--- src/rtl/vx_warp_barrier_pkg.sv ---
// Shared barrier types and sizing for the warp barrier controller.
// Widths follow the per-core warp and barrier counts.
package vx_warp_barrier_pkg;

  localparam int CFG_NUM_WARPS    = 4;
  localparam int CFG_NUM_BARRIERS = 4;

  function automatic int up(input int x);
    return (x == 0) ? 1 : x;
  endfunction

  localparam int NW_BITS = $clog2(CFG_NUM_WARPS);
  localparam int NB_BITS = $clog2(CFG_NUM_BARRIERS);
  localparam int NW_W    = up(NW_BITS);
  localparam int NB_W    = up(NB_BITS);

  typedef struct packed {
    logic            valid;
    logic [NB_W-1:0] id;
    logic [NW_W-1:0] size_m1;
  } gpu_barrier_t;

  typedef struct packed {
    logic [NB_W-1:0]          id;
    logic [CFG_NUM_WARPS-1:0] wmask;
  } barrier_release_t;

  localparam int GPU_BARRIER_BITS     = $bits(gpu_barrier_t);
  localparam int GPU_BARRIER_REL_BITS = $bits(barrier_release_t);

endpackage

--- src/rtl/vx_barrier_entry.sv ---
// One barrier id: waiting-warp mask, arrival count and active flag.
// A warp already in the mask is re-set but never counted twice.
module vx_barrier_entry #(
  parameter int NUM_WARPS = 4,
  parameter int CW        = 2
) (
  input  logic                 clk,
  input  logic                 reset,
  input  logic                 arrive,
  input  logic [CW-1:0]        wid,
  input  logic [CW-1:0]        size_m1,
  input  logic                 clear,
  output logic                 is_last,
  output logic [NUM_WARPS-1:0] wmask
);

  logic          active;
  logic [CW-1:0] count;
  logic [CW-1:0] open_size;
  logic [CW:0]   cnt_inc;
  logic          fresh;
  logic          hit;

  always_comb begin
    cnt_inc = {1'b0, count} + {{CW{1'b0}}, 1'b1};
    fresh   = !wmask[wid];
    hit     = active ? (cnt_inc == {1'b0, size_m1})
                     : (size_m1 == '0);
    is_last = fresh && hit;
  end

  always_ff @(posedge clk) begin
    if (reset || clear) begin
      wmask     <= '0;
      active    <= 1'b0;
      count     <= '0;
      open_size <= '0;
    end else if (arrive) begin
      wmask[wid] <= 1'b1;
      if (fresh && !hit) begin
        if (!active) begin
          active    <= 1'b1;
          count     <= '0;
          open_size <= size_m1;
        end else begin
          count <= count + 1'b1;
        end
      end
    end
  end

  a_size_match : assert property (
    @(posedge clk) disable iff (reset)
    (arrive && active) |-> (size_m1 == open_size)
  );

endmodule

--- src/rtl/vx_warp_barrier.sv ---
// Per-core warp barrier: stalls arriving warps, releases them together
// once the last participant of a barrier id arrives.
module vx_warp_barrier
  import vx_warp_barrier_pkg::*;
#(
  parameter int NUM_WARPS    = CFG_NUM_WARPS,
  parameter int NUM_BARRIERS = CFG_NUM_BARRIERS
) (
  input  logic                 clk,
  input  logic                 reset,
  input  gpu_barrier_t         req_barrier,
  input  logic [NW_W-1:0]      req_wid,
  output logic                 req_ready,
  output logic                 rel_valid,
  output logic [NB_W-1:0]      rel_id,
  output logic [NUM_WARPS-1:0] rel_wmask,
  input  logic                 rel_ready,
  output logic [NUM_WARPS-1:0] stalled_wmask
);

  localparam logic [0:0] IDLE    = 1'b0;
  localparam logic [0:0] RELEASE = 1'b1;

  logic [0:0]              state;
  logic                    accept;
  logic                    handshake;
  logic [NUM_BARRIERS-1:0] arrive;
  logic [NUM_BARRIERS-1:0] clear;
  logic [NUM_BARRIERS-1:0] is_last;
  logic [NUM_WARPS-1:0]    emask [NUM_BARRIERS];
  logic [NUM_WARPS-1:0]    wbit;
  logic [NUM_WARPS-1:0]    stall_n;

  assign req_ready = (state == IDLE);
  assign accept    = req_barrier.valid && req_ready;
  assign handshake = rel_valid && rel_ready;
  assign wbit      = NUM_WARPS'(1) << req_wid;

  for (genvar b = 0; b < NUM_BARRIERS; b++) begin : g_ent
    vx_barrier_entry #(
      .NUM_WARPS (NUM_WARPS),
      .CW        (NW_W)
    ) u_ent (
      .clk     (clk),
      .reset   (reset),
      .arrive  (arrive[b]),
      .wid     (req_wid),
      .size_m1 (req_barrier.size_m1),
      .clear   (clear[b]),
      .is_last (is_last[b]),
      .wmask   (emask[b])
    );
  end

  // Next stalled view mirrors the entries after this edge's arrive/clear.
  always_comb begin
    arrive  = '0;
    clear   = '0;
    stall_n = '0;
    for (int b = 0; b < NUM_BARRIERS; b++) begin
      arrive[b] = accept && (req_barrier.id == NB_W'(b));
      clear[b]  = handshake && (rel_id == NB_W'(b));
      if (!clear[b]) stall_n = stall_n | emask[b];
    end
    if (accept) stall_n = stall_n | wbit;
  end

  always_ff @(posedge clk) begin
    if (reset) begin
      state         <= IDLE;
      rel_valid     <= 1'b0;
      rel_id        <= '0;
      rel_wmask     <= '0;
      stalled_wmask <= '0;
    end else begin
      stalled_wmask <= stall_n;
      unique case (1'b1)
        (state == IDLE): begin
          if (accept && is_last[req_barrier.id]) begin
            state     <= RELEASE;
            rel_valid <= 1'b1;
            rel_id    <= req_barrier.id;
            rel_wmask <= emask[req_barrier.id] | wbit;
          end
        end
        (state == RELEASE): begin
          if (rel_ready) begin
            state     <= IDLE;
            rel_valid <= 1'b0;
            rel_id    <= '0;
            rel_wmask <= '0;
          end
        end
        default: state <= IDLE;
      endcase
    end
  end

  a_no_restall : assert property (
    @(posedge clk) disable iff (reset)
    accept |-> !stalled_wmask[req_wid]
  );

endmodule

--- config.mk ---
export PLATFORM = sky130hd
export DESIGN_NAME = vx_warp_barrier
export DESIGN_NICKNAME = d
export VERILOG_FILES = /design/src/rtl/vx_warp_barrier_pkg.sv /design/src/rtl/vx_barrier_entry.sv /design/src/rtl/vx_warp_barrier.sv
export SDC_FILE = /design/constraint.sdc
export NUM_CORES = 1
export LEC_CHECK = 0
export BUFFER_PORTS_ARGS = -buffer_cell sky130_fd_sc_hd__buf_2
export CAP_MARGIN = 0
export CELL_PAD_IN_SITES_DETAIL_PLACEMENT = 0
export CELL_PAD_IN_SITES_GLOBAL_PLACEMENT = 2
export CORE_MARGIN = 10
export CORE_UTILIZATION = 39
export CTS_CLUSTER_DIAMETER = 150
export DETAILED_ROUTE_END_ITERATION = 6
export PLACE_DENSITY_LB_ADDON = 0.1
export SYNTH_ARGS = -nofsm -noshare
export SYNTH_HDL_FRONTEND = slang
export SYNTH_SLANG_ARGS = --single-unit
--- constraint.sdc ---
create_clock -name clk -period 5.55 [get_ports clk]
set_input_delay 0.2775 -clock clk [delete_from_list [all_inputs] [get_ports clk]]
set_output_delay 0.2775 -clock clk [all_outputs]
set_load 0.1 [all_outputs]
After elaboration in Yosys (flattened, before gate mapping)
Index checks and enable logic that the tools add are counted.
{"block": "classes", "addsub": 8, "n_lt_le_gt_ge": 4, "n_eq_ne": 12, "shifts": 1, "muxes": 40, "n_bitwise": 11, "reduce_logical": 40}
{"cell": "$mux W4", "count": 9}
{"cell": "$or A4 B4 Y4", "count": 9}
{"cell": "$logic_and A1 B1 Y1", "count": 20}
{"cell": "$mux W1", "count": 14}
{"cell": "$add A2 B1 Y3 const B", "count": 4}
{"cell": "$eq A3 B2 Y1", "count": 4}
{"cell": "$mux W2", "count": 6}
{"cell": "$bmux W1 S2", "count": 5}
{"cell": "$reduce_and A2 Y1", "count": 5}
{"cell": "$add A2 B1 Y2 const B", "count": 4}
{"cell": "$bmux W4 S2", "count": 1}
{"cell": "$eq A2 B2 Y1 const B", "count": 4}
{"cell": "$logic_not A1 Y1", "count": 8}
{"cell": "$pmux W4 S2", "count": 1}
{"cell": "$logic_not A2 Y1", "count": 3}
{"cell": "$lt A2 B3 Y1 const B", "count": 2}
{"cell": "$eq A2 B1 Y1 const B", "count": 2}
{"cell": "$logic_or A1 B1 Y1", "count": 4}
{"cell": "$pmux W1 S2", "count": 2}
{"cell": "$pmux W2 S2", "count": 1}
{"cell": "$shl A1 B2 Y4 const A", "count": 1}
{"cell": "$ge A3 B3 Y1 const B", "count": 1}
{"cell": "$not A2 Y3", "count": 1}
{"cell": "$demux W1 S2", "count": 1}
{"cell": "other kinds (4)", "count": 4}
{"block": "totals", "ff_bits": 40, "out_inout_bits": 12, "word_cells": 133}

Logic depth before layout (Yosys ltp)
Gate-level depths: netlist (run 1).
{"block": "logic_depth", "depth_word": 11, "mapped_depth": 6, "ltp_nobuf": 6}

Cells and area by module
From an unflattened synthesis (run 1), not the netlist that was laid out.
{"block": "unflattened", "cells_unflattened": 244, "area_unflattened_um2": 2321.0}
{"module": "vx_barrier_entry at g_ent[0].u_ent ...", "instances": 3, "cells_per_inst": 39, "area_per_inst_um2": 362.8}
{"module": "vx_warp_barrier", "instances": 1, "cells_per_inst": 88, "area_per_inst_um2": 845.8}
{"module": "vx_barrier_entry at g_ent[3].u_ent", "instances": 1, "cells_per_inst": 39, "area_per_inst_um2": 386.6}

Worst setup path before layout (run 1)
OpenSTA, ideal clock, no wires.
{"block": "synth_path", "path_type": "reg-to-reg", "startpoint": "reg g_ent[3].u_ent.count[0]", "endpoint": "reg rel_id[0]", "t_arrival_ps": 2054, "setup_slack_ps": 3376, "stages_incl_launch_ff": 7, "n_path_buf": 0, "period_less_slack_ps": 2174, "cell_sequence": "dfxtp_1 -> ha_1 -> or2_2 -> a2111oi_0 -> or3_4 -> a21oi_1 -> mux2_2"}
{"block": "synth_via", "elab_chain_cells": 9}
{"item": "start: declaration", "line": "vx_barrier_entry.sv:18", "text": "logic [CW-1:0] count;"}
{"item": "start signal: assignment", "line": "vx_barrier_entry.sv:46", "text": "count <= count + 1'b1;"}
{"item": "$add A2 B1 Y3", "line": "vx_barrier_entry.sv:25", "text": "cnt_inc = {1'b0, count} + {{CW{1'b0}}, 1'b1};"}
{"item": "$eq A3 B2 Y1", "line": "vx_barrier_entry.sv:27", "text": "hit = active ? (cnt_inc == {1'b0, size_m1})"}
{"item": "$mux W1", "line": "vx_barrier_entry.sv:27"}
{"item": "$logic_and A1 B1 Y1", "line": "vx_barrier_entry.sv:29", "text": "is_last = fresh && hit;"}
{"item": "$bmux W1 S2", "line": "vx_warp_barrier.sv:79", "text": "if (accept && is_last[req_barrier.id]) begin"}
{"item": "$mux W1 (implied by the code)", "line": "vx_warp_barrier.sv:79"}
{"item": "$logic_and A1 B1 Y1", "line": "vx_warp_barrier.sv:79"}
{"item": "$ne A2 B1 Y1 (no line)"}
{"item": "$reduce_and A2 Y1 (no line)"}
{"item": "end signal: assignment", "line": "vx_warp_barrier.sv:82", "text": "rel_id <= req_barrier.id;"}
{"item": "end: declaration", "line": "vx_warp_barrier.sv:15", "text": "output logic [NB_W-1:0] rel_id,"}
No other way between the ends. The select of a mux whose other input is x is not followed.
A chain may end at the register's enable or synchronous reset.

Final worst setup path (run 1)
Ends and elaborated chain as after synthesis.

==> results of run 1 <==
[per-layer routing]
| layer | up-vias | track usage |
|---|---|---|
| li1 | 919 | - |
| met3 | 6 | 0.0381 |
| met5 | - | 0 |
| met1 | 865 | 0.166 |
| met2 | 35 | 0.200 |
| met4 | 0 | 0.0411 |
[worst max path at each step]
stage / startpoint / to / cells past startpoint
finish: g_ent[3].u_ent.count[0] / rel_id[0] / 6
CTS: g_ent[1].u_ent.count[0] / rel_wmask[3] / 6
detailed placement: g_ent[3].u_ent.count[0] / rel_id[0] / 6
global placement: g_ent[3].u_ent.count[0] / rel_id[0] / 6
global route: g_ent[1].u_ent.count[0] / rel_wmask[2] / 6
floorplan: g_ent[3].u_ent.count[0] / rel_id[0] / 6
[per-stage QoR]
stage	hold WS (ps)	power (W)	cell area, µm²
CTS	327	0.000656	2420
detailed placement	450	0.000410	2310
finish	331	0.000649	2420
global placement	444	0.000411	2310
global route	348	0.000678	2420
floorplan	440	0.000389	2160
[logic make-up (layout without fill, tap and decap cells)]
family | count (synthesis) | in the layout | share of synthesized area
multiplexers | 16 | 16 | 0.121
AND/OR/NAND/NOR | 100 | 100 | 0.250
buffers and inverters | 16 | 36 | 0.0324
adder cells (fa/ha/maj) | 4 | 4 | 0.0231
flip-flops | 40 | 40 | 0.370
AO/OA/AOI/OAI | 61 | 61 | 0.187
XOR/XNOR | 4 | 4 | 0.0162
[critical path, cell delays in order, from the launching register on]
cell	delay, ps
dfxtp_1	340
ha_1	350
or2_2	280
a2111oi_0	630
or3_4	280
a21oi_1	70
mux2_2	280
[cell type report]
cell class,instances,area share
Clock buffer,5,0.0284
Clock inverter,3,0.0175
Inverter,7,0.0108
Multi-Input combinational cell,185,0.533
Sequential cell,40,0.330
Tap cell,72,0.0372
Timing Repair Buffer,21,0.0433
[power groups by stage]
stage | Combinational [W] | Sequential [W] | Clock, W
floorplan | 0.0000527 | 0.000336 | 0
global placement | 0.0000998 | 0.000311 | 0
detailed placement | 0.0000994 | 0.000311 | 0
CTS | 0.0000995 | 0.000304 | 0.000253
global route | 0.000107 | 0.000306 | 0.000266
finish | 0.0000987 | 0.000304 | 0.000246
[layout by cell type (no fill, tap or decap), types with 5 or more instances in the layout]
cell and instances:
nor2_1 34, buf_2 21, a21oi_1 38, clkbuf_8 5, nor3_1 5, mux4_2 8
nand2_1 15, or2_2 6, nor2b_1 7, dfxtp_1 40, inv_1 7, nand2b_1 9
nand3_1 7, mux2i_1 7
[flip-flops by register name, indices dropped and copies added, names as in the netlist]
register	cells
g_ent.u_ent.wmask	16
g_ent.u_ent.count	8
g_ent.u_ent.active	4
rel_wmask	4
stalled_wmask	4
rel_id	2
rel_valid	1
state	1
==> out/results.ini, run 1 <==
[power]
powerDensity_nw_per_um2=268
p_switching_w=0.000192
ir_worst_vdd_uv=137
power.leakage_nw=0.918
swShare=0.295
internal-power_w=0.000458
pwr-share-clk=0.380
comb_power_share=0.152
pwr-share-seq=0.468

[setup_path]
cp_max_fo=4
reg2reg_setup_slack_ps=3220
rr_worst_depth=6
worstReg2RegEnd=rel_id[0]
regToRegStartpoint=g_ent[3].u_ent.count[0]
setup.worst_path.end_class=flip-flop
start_kind=flip-flop
critPathKind=flip-flop to flip-flop
arrival_ps=2530
critPathRequiredTime_ps=5750

[cts]
clk_path_buf_depth=2
clk_pin_slew_ps=90
clk_latency_ps=310
cts.sinks=40
cts_made_buffers=5
postCtsSetupBuffers=0
cts_resized=0
hold_buffers=0
h-tree-depth=2
cts_tree=done
cts_root_buf=clkbuf_8

[detailed_routing]
drcViolationCount=0
drt_wl_total_um=5410
m1WireLength_um=2580
dr_total_vias=1825
first_iter_violations=126
route.met3.wl_um=289
routedWlPerCell_um=16.2
firstDrtPassIters=4
highest_layer=met4
antenna_left=0
post_drt_via_cell_ratio=5.48
route.met2.wl_um=2470

[synthesis]
synth.most_common_cell=dfxtp_1
synth.largest_area_cell=dfxtp_1
syn_nets=255
synthTopCellsByArea=dfxtp_1, a21oi_1, mux4_2, nor2_1, mux2i_1
yosysTopAreaCellShare=0.370
ys_async_sr_fraction=0
netlist_area_um2=2160
yosys.cell_types.count=38
ys_seq_area_frac=0.370
synthCells=241
synth.top_cells.by_count=dfxtp_1, a21oi_1, nor2_1, nand2_1, nand2b_1
ys_ff_latch=40
syn_area_per_cell_um2=8.97
yosys_warnings=0
ys.flop_type=dfxtp_1
synth-edff-count=0

[grt]
grt_pass1_vias=1757
grt_pass1_wl_um=9050
gr-total-overflow=0
grt_max_degree=18
grt.total_usage=0.128
antenna_found_initial=0

[sta]
clock_skew_ps=14.0
finalHoldViolCount=0
fin_ws_ps=3220
rsz0062_at_grt=false
setup_tns_ps=0
fmax_mhz=428
drv_slew=0
layout_min_cycle_time_ps=2330
worst_slew_pin_slew_ps=787
setup_viol=0
fin_crit_sh=0.420
maxSlewHeadroom=0.468

[min_path]
holdCritStartpoint=reset
worst_hold_path_type=input pin to flip-flop
worstHoldPathCells=2
hold_path_end=state

[placement]
routabilityCongestion=0.798
pre_cts_slack_ps=3220
hpwl_um=4100
port_buffers=21
post-place-cells=325

[final_layout]
post-route-util=0.446
fillCellCount=557
syn_to_final_growth_pct=12.2
layout.cells.non_filler=333
multi_input_area_um2=1290
final_layout_size_suffix_gt1_frac=0.199
insertedDiodeCount=0
regArea_um2=801
fin_nets=274

[floorplan]
fp.dieW_um=94.5
core-area_um2=5440
fp-row-count=27
chipHeight_um=94.5
initial_core_util=0.398
die-area_um2=8920
ioPinCount=22

[run_status]
outcome=completed

[flow_run]
cap_violations=0

Note: power is estimated with default switching activity, not from simulation.
==> run 2: changes to the inputs <==
CORE_UTILIZATION = 36   (was 39)
clock period = 2.4 ns   (was 5.55 ns; I/O delays follow)
==> run 2 against run 1 <==
Clock skew decreased by 4.6 ps. Clock-buffer cell count is 1 higher. Clock power grew 91%. Sequential share of layout area decreased by 0.42 points. Largest power group unchanged.
==> out/results.ini, run 2 (synthesis gave the netlist of run 1 again) <==
[final_layout]
top_register=g_ent.u_ent.wmask
regArea_um2=801  ; unchanged
final_layout_size_suffix_gt1_frac=0.217  ; +0.0180
fillCellCount=610  ; +9.5%
reg_top3=g_ent.u_ent.wmask (16), g_ent.u_ent.count (8)
mostFrequentLayoutCells=dfxtp_1, a21oi_1, nor2_1
largest_reg_flops=16  ; unchanged
syn_to_final_growth_pct=13.6
multi_input_area_um2=1290  ; about the same
fin_nets=280  ; +2.2%
final_cell_area_um2=2460  ; +1.3%
layout_commonest_cell=dfxtp_1
insertedDiodeCount=0  ; unchanged

[grt]
gr-total-overflow=0  ; unchanged
grt_pass1_wl_um=9180  ; +1.5%
grt_max_degree=18  ; unchanged
antenna_found_initial=0  ; unchanged
grt_pass1_vias=1772  ; +0.85%
grt.total_usage=0.116  ; -0.0125

[sta]
finalHoldViolCount=0  ; unchanged
maxSlewHeadroom=0.613  ; +0.145
setup_tns_ps=0  ; unchanged
fin_crit_sh=0.913  ; +0.493
worst_slew_pin_slew_ps=579  ; -208 ps
drv_slew=0  ; unchanged
fin_ws_ps=208  ; -3010 ps
fmax_mhz=456  ; +6.5%
setup_viol=0  ; unchanged
rsz0062_at_grt=false
clock_skew_ps=9.38  ; -4.63 ps
layout_min_cycle_time_ps=2190  ; -142 ps

[floorplan]
fp.dieW_um=97.5  ; +3.2%
fp-row-count=28  ; +3.7%
die-area_um2=9510  ; +6.5%
initial_core_util=0.367  ; -0.0302
core-area_um2=5890  ; +8.2%
chipHeight_um=97.5  ; +3.2%
ioPinCount=22  ; unchanged

[detailed_routing]
first_iter_violations=94  ; -25%
post_drt_via_cell_ratio=5.45  ; -0.50%
firstDrtPassIters=4  ; unchanged
dr_total_vias=1865  ; +2.2%
antenna_left=0  ; unchanged
drcViolationCount=0  ; unchanged
drt_wl_total_um=5500  ; +1.8%
routedWlPerCell_um=16.1  ; -0.85%

[cts]
postCtsSetupBuffers=0  ; unchanged
cts_made_buffers=5  ; unchanged
clk_pin_slew_ps=90  ; about the same
cts.sinks=40  ; unchanged
clk_path_buf_depth=2  ; unchanged
h-tree-depth=2  ; unchanged
cts_root_buf=clkbuf_8
cts_tree=done
clk_latency_ps=300  ; about the same

[setup_path]
critPathKind=flip-flop to flip-flop
critPathRequiredTime_ps=2630  ; -3120 ps
crit_path_top_delay_cell=or3_4
arrival_ps=2420  ; -110 ps
crit_buf_inv=1  ; +1
path_cells=ha_1 > xnor2_1 > and4b_4 > or3_4 > a2111oi_4 > buf_4 > mux2i_1
start_kind=flip-flop
path_delay_family=simple AND/OR/NAND/NOR gates
critical-path-max-stage-delay_ps=420  ; -210 ps
setup.worst_path.end_class=flip-flop
cp_max_fo=6  ; +2

[run_status]
outcome=completed

[power]
ir_worst_vdd_uv=319  ; +130%
powerDensity_nw_per_um2=573  ; +110%
p_total_w=0.00141  ; +120%
power.leakage_nw=0.946  ; +3.1%

[placement]
port_buffers=21  ; unchanged
hpwl_um=4230  ; +3.3%
place_area_um2=2360  ; +2.1%
pre_cts_slack_ps=184  ; -3030 ps
routabilityCongestion=0.743  ; -6.9%

[flow_run]
cap_violations=0  ; unchanged

[min_path]
worst_hold_path_type=input pin to flip-flop

## run 2: cell type report
class,count,area share
clock inverter,2,0.00408
inverter,7,0.0107
timing repair buffer,27,0.0611
clock buffer,6,0.0336
sequential,40,0.326
tap,75,0.0382
multi-input combinational,185,0.526
## run 2: report_power, final
group	internal [W]	leakage (nW)	switching (W)	total, W
registers	0.000683	0.324	0.0000189	0.000702
logic	0.0000716	0.571	0.000165	0.000237
clock network	0.000230	0.0510	0.000239	0.000469
total	0.000984	0.946	0.000423	0.00141
## run 2: final timing paths
check | from | cells past startpoint | to | slack (ps)
hold / removal | rel_ready | 3 | state | 180
setup / recovery | g_ent[3].u_ent.count[0] | 7 | rel_wmask[3] | 210
hold reg to reg | g_ent[2].u_ent.count[1] | 2 | g_ent[2].u_ent.count[1] | 470
setup reg to reg | g_ent[3].u_ent.count[0] | 7 | rel_wmask[3] | 210
## run 2: layer usage
metal | up-vias | wire length [µm] | global-route usage
li1 | 929 | - | -
met4 | 0 | 72 | 0.0414
met1 | 895 | 2660 | 0.149
met5 | - | 0 | 0
met3 | 6 | 237 | 0.0284
met2 | 35 | 2530 | 0.181
## run 2: worst min-delay path: stages
cell and delay [ps]:
buf_2 140, nand2b_1 110, a21oi_1 60
## run 2: stage by stage
| step | instances | hold WS (ps) | util |
|---|---|---|---|
| after floorplan | 241 | 302 | - |
| after global placement | 334 | 450 | 0.401 |
| after detailed placement | 334 | 454 | 0.401 |
| after CTS | 342 | 178 | 0.417 |
| after global routing | 342 | 192 | 0.417 |
| final | 342 | 178 | 0.417 |
## run 2: timing repair
item | 4_1_cts | 5_1_grt
gates resized for setup | 0 | 1
endpoints found under the setup margin | 0 | 2
hold buffers | 0 | 0
==> run 3: changes to the inputs <==
CORE_UTILIZATION = 38   (was 36)
CTS_BUF_LIST = sky130_fd_sc_hd__clkbuf_4 sky130_fd_sc_hd__clkbuf_8   (was default)
MAX_ROUTING_LAYER = met4   (was default)
==> run 3 against run 2 <==
Sequential share of layout area rose by 0.28 points. Critical path depth did not move. Clock-buffer cell count rose by 2. Total power is 0.79% higher. Register-to-register slack lost 20 ps. Combinational power shrank 2%. Setup slack got worse by 17 ps. Die area decreased by 4.2%. Hold slack improved by 26 ps. Wire length down 1.4%. Final cell count shrank 1.8%. Critical endpoint is now rel_wmask[1]. Highest routed layer unchanged.
==> out/results.ini, run 3 (synthesis gave the netlist of run 1 again) <==
[cts]
clk_path_buf_depth=2  ; unchanged
hold_buffers=0  ; unchanged
cts_tree=done
postCtsSetupBuffers=0  ; unchanged
cts_root_buf=clkbuf_8
h-tree-depth=2  ; unchanged
cts_made_buffers=5  ; unchanged
cts.sinks=40  ; unchanged
clk_pin_slew_ps=70  ; -20 ps
clk_latency_ps=290  ; about the same

[sta]
setup_tns_ps=0  ; unchanged
layout_min_cycle_time_ps=2210  ; +16.8 ps
setup_viol=0  ; unchanged
maxSlewHeadroom=0.665  ; +0.0517
fmax_mhz=453  ; -0.76%
whs_ps=204  ; +25.7 ps
finalHoldViolCount=0  ; unchanged
drv_slew=0  ; unchanged
fin_crit_sh=0.920  ; +0.00699
worst_slew_pin_slew_ps=501  ; -77.4 ps
clock_skew_ps=4.95  ; -4.43 ps
rsz0062_at_grt=false

[grt]
antenna_found_initial=0  ; unchanged
grt_pass1_wl_um=8760  ; -4.6%
gr-total-overflow=0  ; unchanged
grt_pass1_vias=1677  ; -5.4%
grt.total_usage=0.125  ; +0.00942
grt_max_degree=18  ; unchanged

[final_layout]
layout_commonest_cell=dfxtp_1
top_register=g_ent.u_ent.wmask
post-route-util=0.442  ; +0.0249
syn_to_final_growth_pct=12.6
insertedDiodeCount=0  ; unchanged
largest_reg_flops=16  ; unchanged
reg_top3=g_ent.u_ent.wmask (16), g_ent.u_ent.count (8)
multi_input_area_um2=1290  ; unchanged
mostFrequentLayoutCells=dfxtp_1, a21oi_1, nor2_1
regArea_um2=801  ; unchanged
fin_nets=277  ; -1.1%
fillCellCount=548  ; -10%
final_layout_size_suffix_gt1_frac=0.208  ; -0.00890

[power]
power.leakage_nw=0.931  ; -1.6%
powerDensity_nw_per_um2=583  ; +1.7%
ir_worst_vdd_uv=275  ; -14%

[detailed_routing]
highest_layer=met4
routedWlPerCell_um=16.2  ; +0.38%
route.met3.wl_um=373  ; +57%
first_iter_violations=112  ; +19%
firstDrtPassIters=4  ; unchanged
route.met2.wl_um=2360  ; -6.9%
m1WireLength_um=2640  ; -0.86%
dr_total_vias=1837  ; -1.5%
antenna_left=0  ; unchanged
post_drt_via_cell_ratio=5.47  ; +0.26%
drcViolationCount=0  ; unchanged
drt_wl_total_um=5430  ; -1.4%

[setup_path]
crit_path_top_delay_cell=a2111o_1
critPathCapture=rel_wmask[1]
regToRegStartpoint=g_ent[1].u_ent.count[0]
critPathRequiredTime_ps=2580  ; -50 ps
path_cells=ha_1 > or2_2 > a2111o_1 > a21boi_1 > a2111oi_4 > buf_4 > mux2i_1
reg2reg_setup_slack_ps=190  ; -20 ps
setup.worst_path.end_class=flip-flop
start_kind=flip-flop
critical-path-max-stage-delay_ps=380  ; -40 ps
crit_start=g_ent[1].u_ent.count[0]
crit_buf_inv=1  ; unchanged
cp_max_fo=6  ; unchanged
critPathKind=flip-flop to flip-flop
rr_worst_depth=7  ; unchanged
worstReg2RegEnd=rel_wmask[1]
arrival_ps=2390  ; -30 ps
path_delay_family=compound AO/OA/AOI/OAI gates
cp_num_cells=7  ; unchanged

[placement]
port_buffers=21  ; unchanged
routabilityCongestion=0.812  ; +9.3%
hpwl_um=4050  ; -4.4%

[floorplan]
initial_core_util=0.393  ; +0.0253
chipHeight_um=95.4  ; -2.1%
die-area_um2=9110  ; -4.2%
ioPinCount=22  ; unchanged
core-area_um2=5510  ; -6.4%
fp.dieW_um=95.4  ; -2.1%
fp-row-count=27  ; -3.6%

[run_status]
outcome=completed

[min_path]
worst_hold_path_type=input pin to flip-flop

[flow_run]
cap_violations=0  ; unchanged

-- run 3: through the flow --
| stage | instance area, µm² | setup WS (ps) | total power (W) | instances |
|---|---|---|---|---|
| after floorplan | 2160 | 226 | 0.000899 | 241 |
| after global placement | 2340 | 245 | 0.000953 | 328 |
| after detailed placement | 2340 | 211 | 0.000952 | 328 |
| after CTS | 2430 | 175 | 0.00145 | 336 |
| after global routing | 2430 | 73.4 | 0.00148 | 336 |
| final | 2430 | 191 | 0.00142 | 336 |
-- run 3: worst min-delay path, delay by kind of cell --
kind	cells	cell delay, ps
buffers and inverters	1	150
and+or+nand+nor	1	120
AOI/OAI and AO/OA	1	60
-- run 3: routing by layer --
metal,global-route usage,vias up
met4,0.0405,0
met5,-,-
met3,0.0346,4
met1,0.172,869
met2,0.172,39
li1,-,925
-- run 3: worst min path at each step --
stage,startpoint,endpoint,slack (ps),cells after the start
2_1_floorplan,rel_ready,state,300,2
3_3_place_gp,rel_wmask[2],rel_wmask[2],450,2
3_5_place_dp,rel_wmask[0],rel_wmask[0],450,2
4_1_cts,rel_ready,state,190,3
5_1_grt,req_barrier[3],rel_id[1],210,3
6_report,rel_ready,state,200,3
-- run 3: area by class of cell --
type                    count  share of cell area
clock buffers               8              0.0401
repair buffers             24              0.0524
flip-flops and latches     40               0.329
multi-input cells         185               0.531
inverters                   7              0.0108
well taps                  72              0.0370
-- run 3: repair_timing --
item | 4_1_cts | 5_1_grt
endpoints found under the hold margin | 0 | 0
resized for setup | 0 | 1
endpoints found under the setup margin | 0 | 3
-- run 3: where the power goes --
part	switching, W	internal (W)
Clock	0.000226	0.000257
Sequential	0.0000207	0.000683
Combinational	0.000162	0.0000696
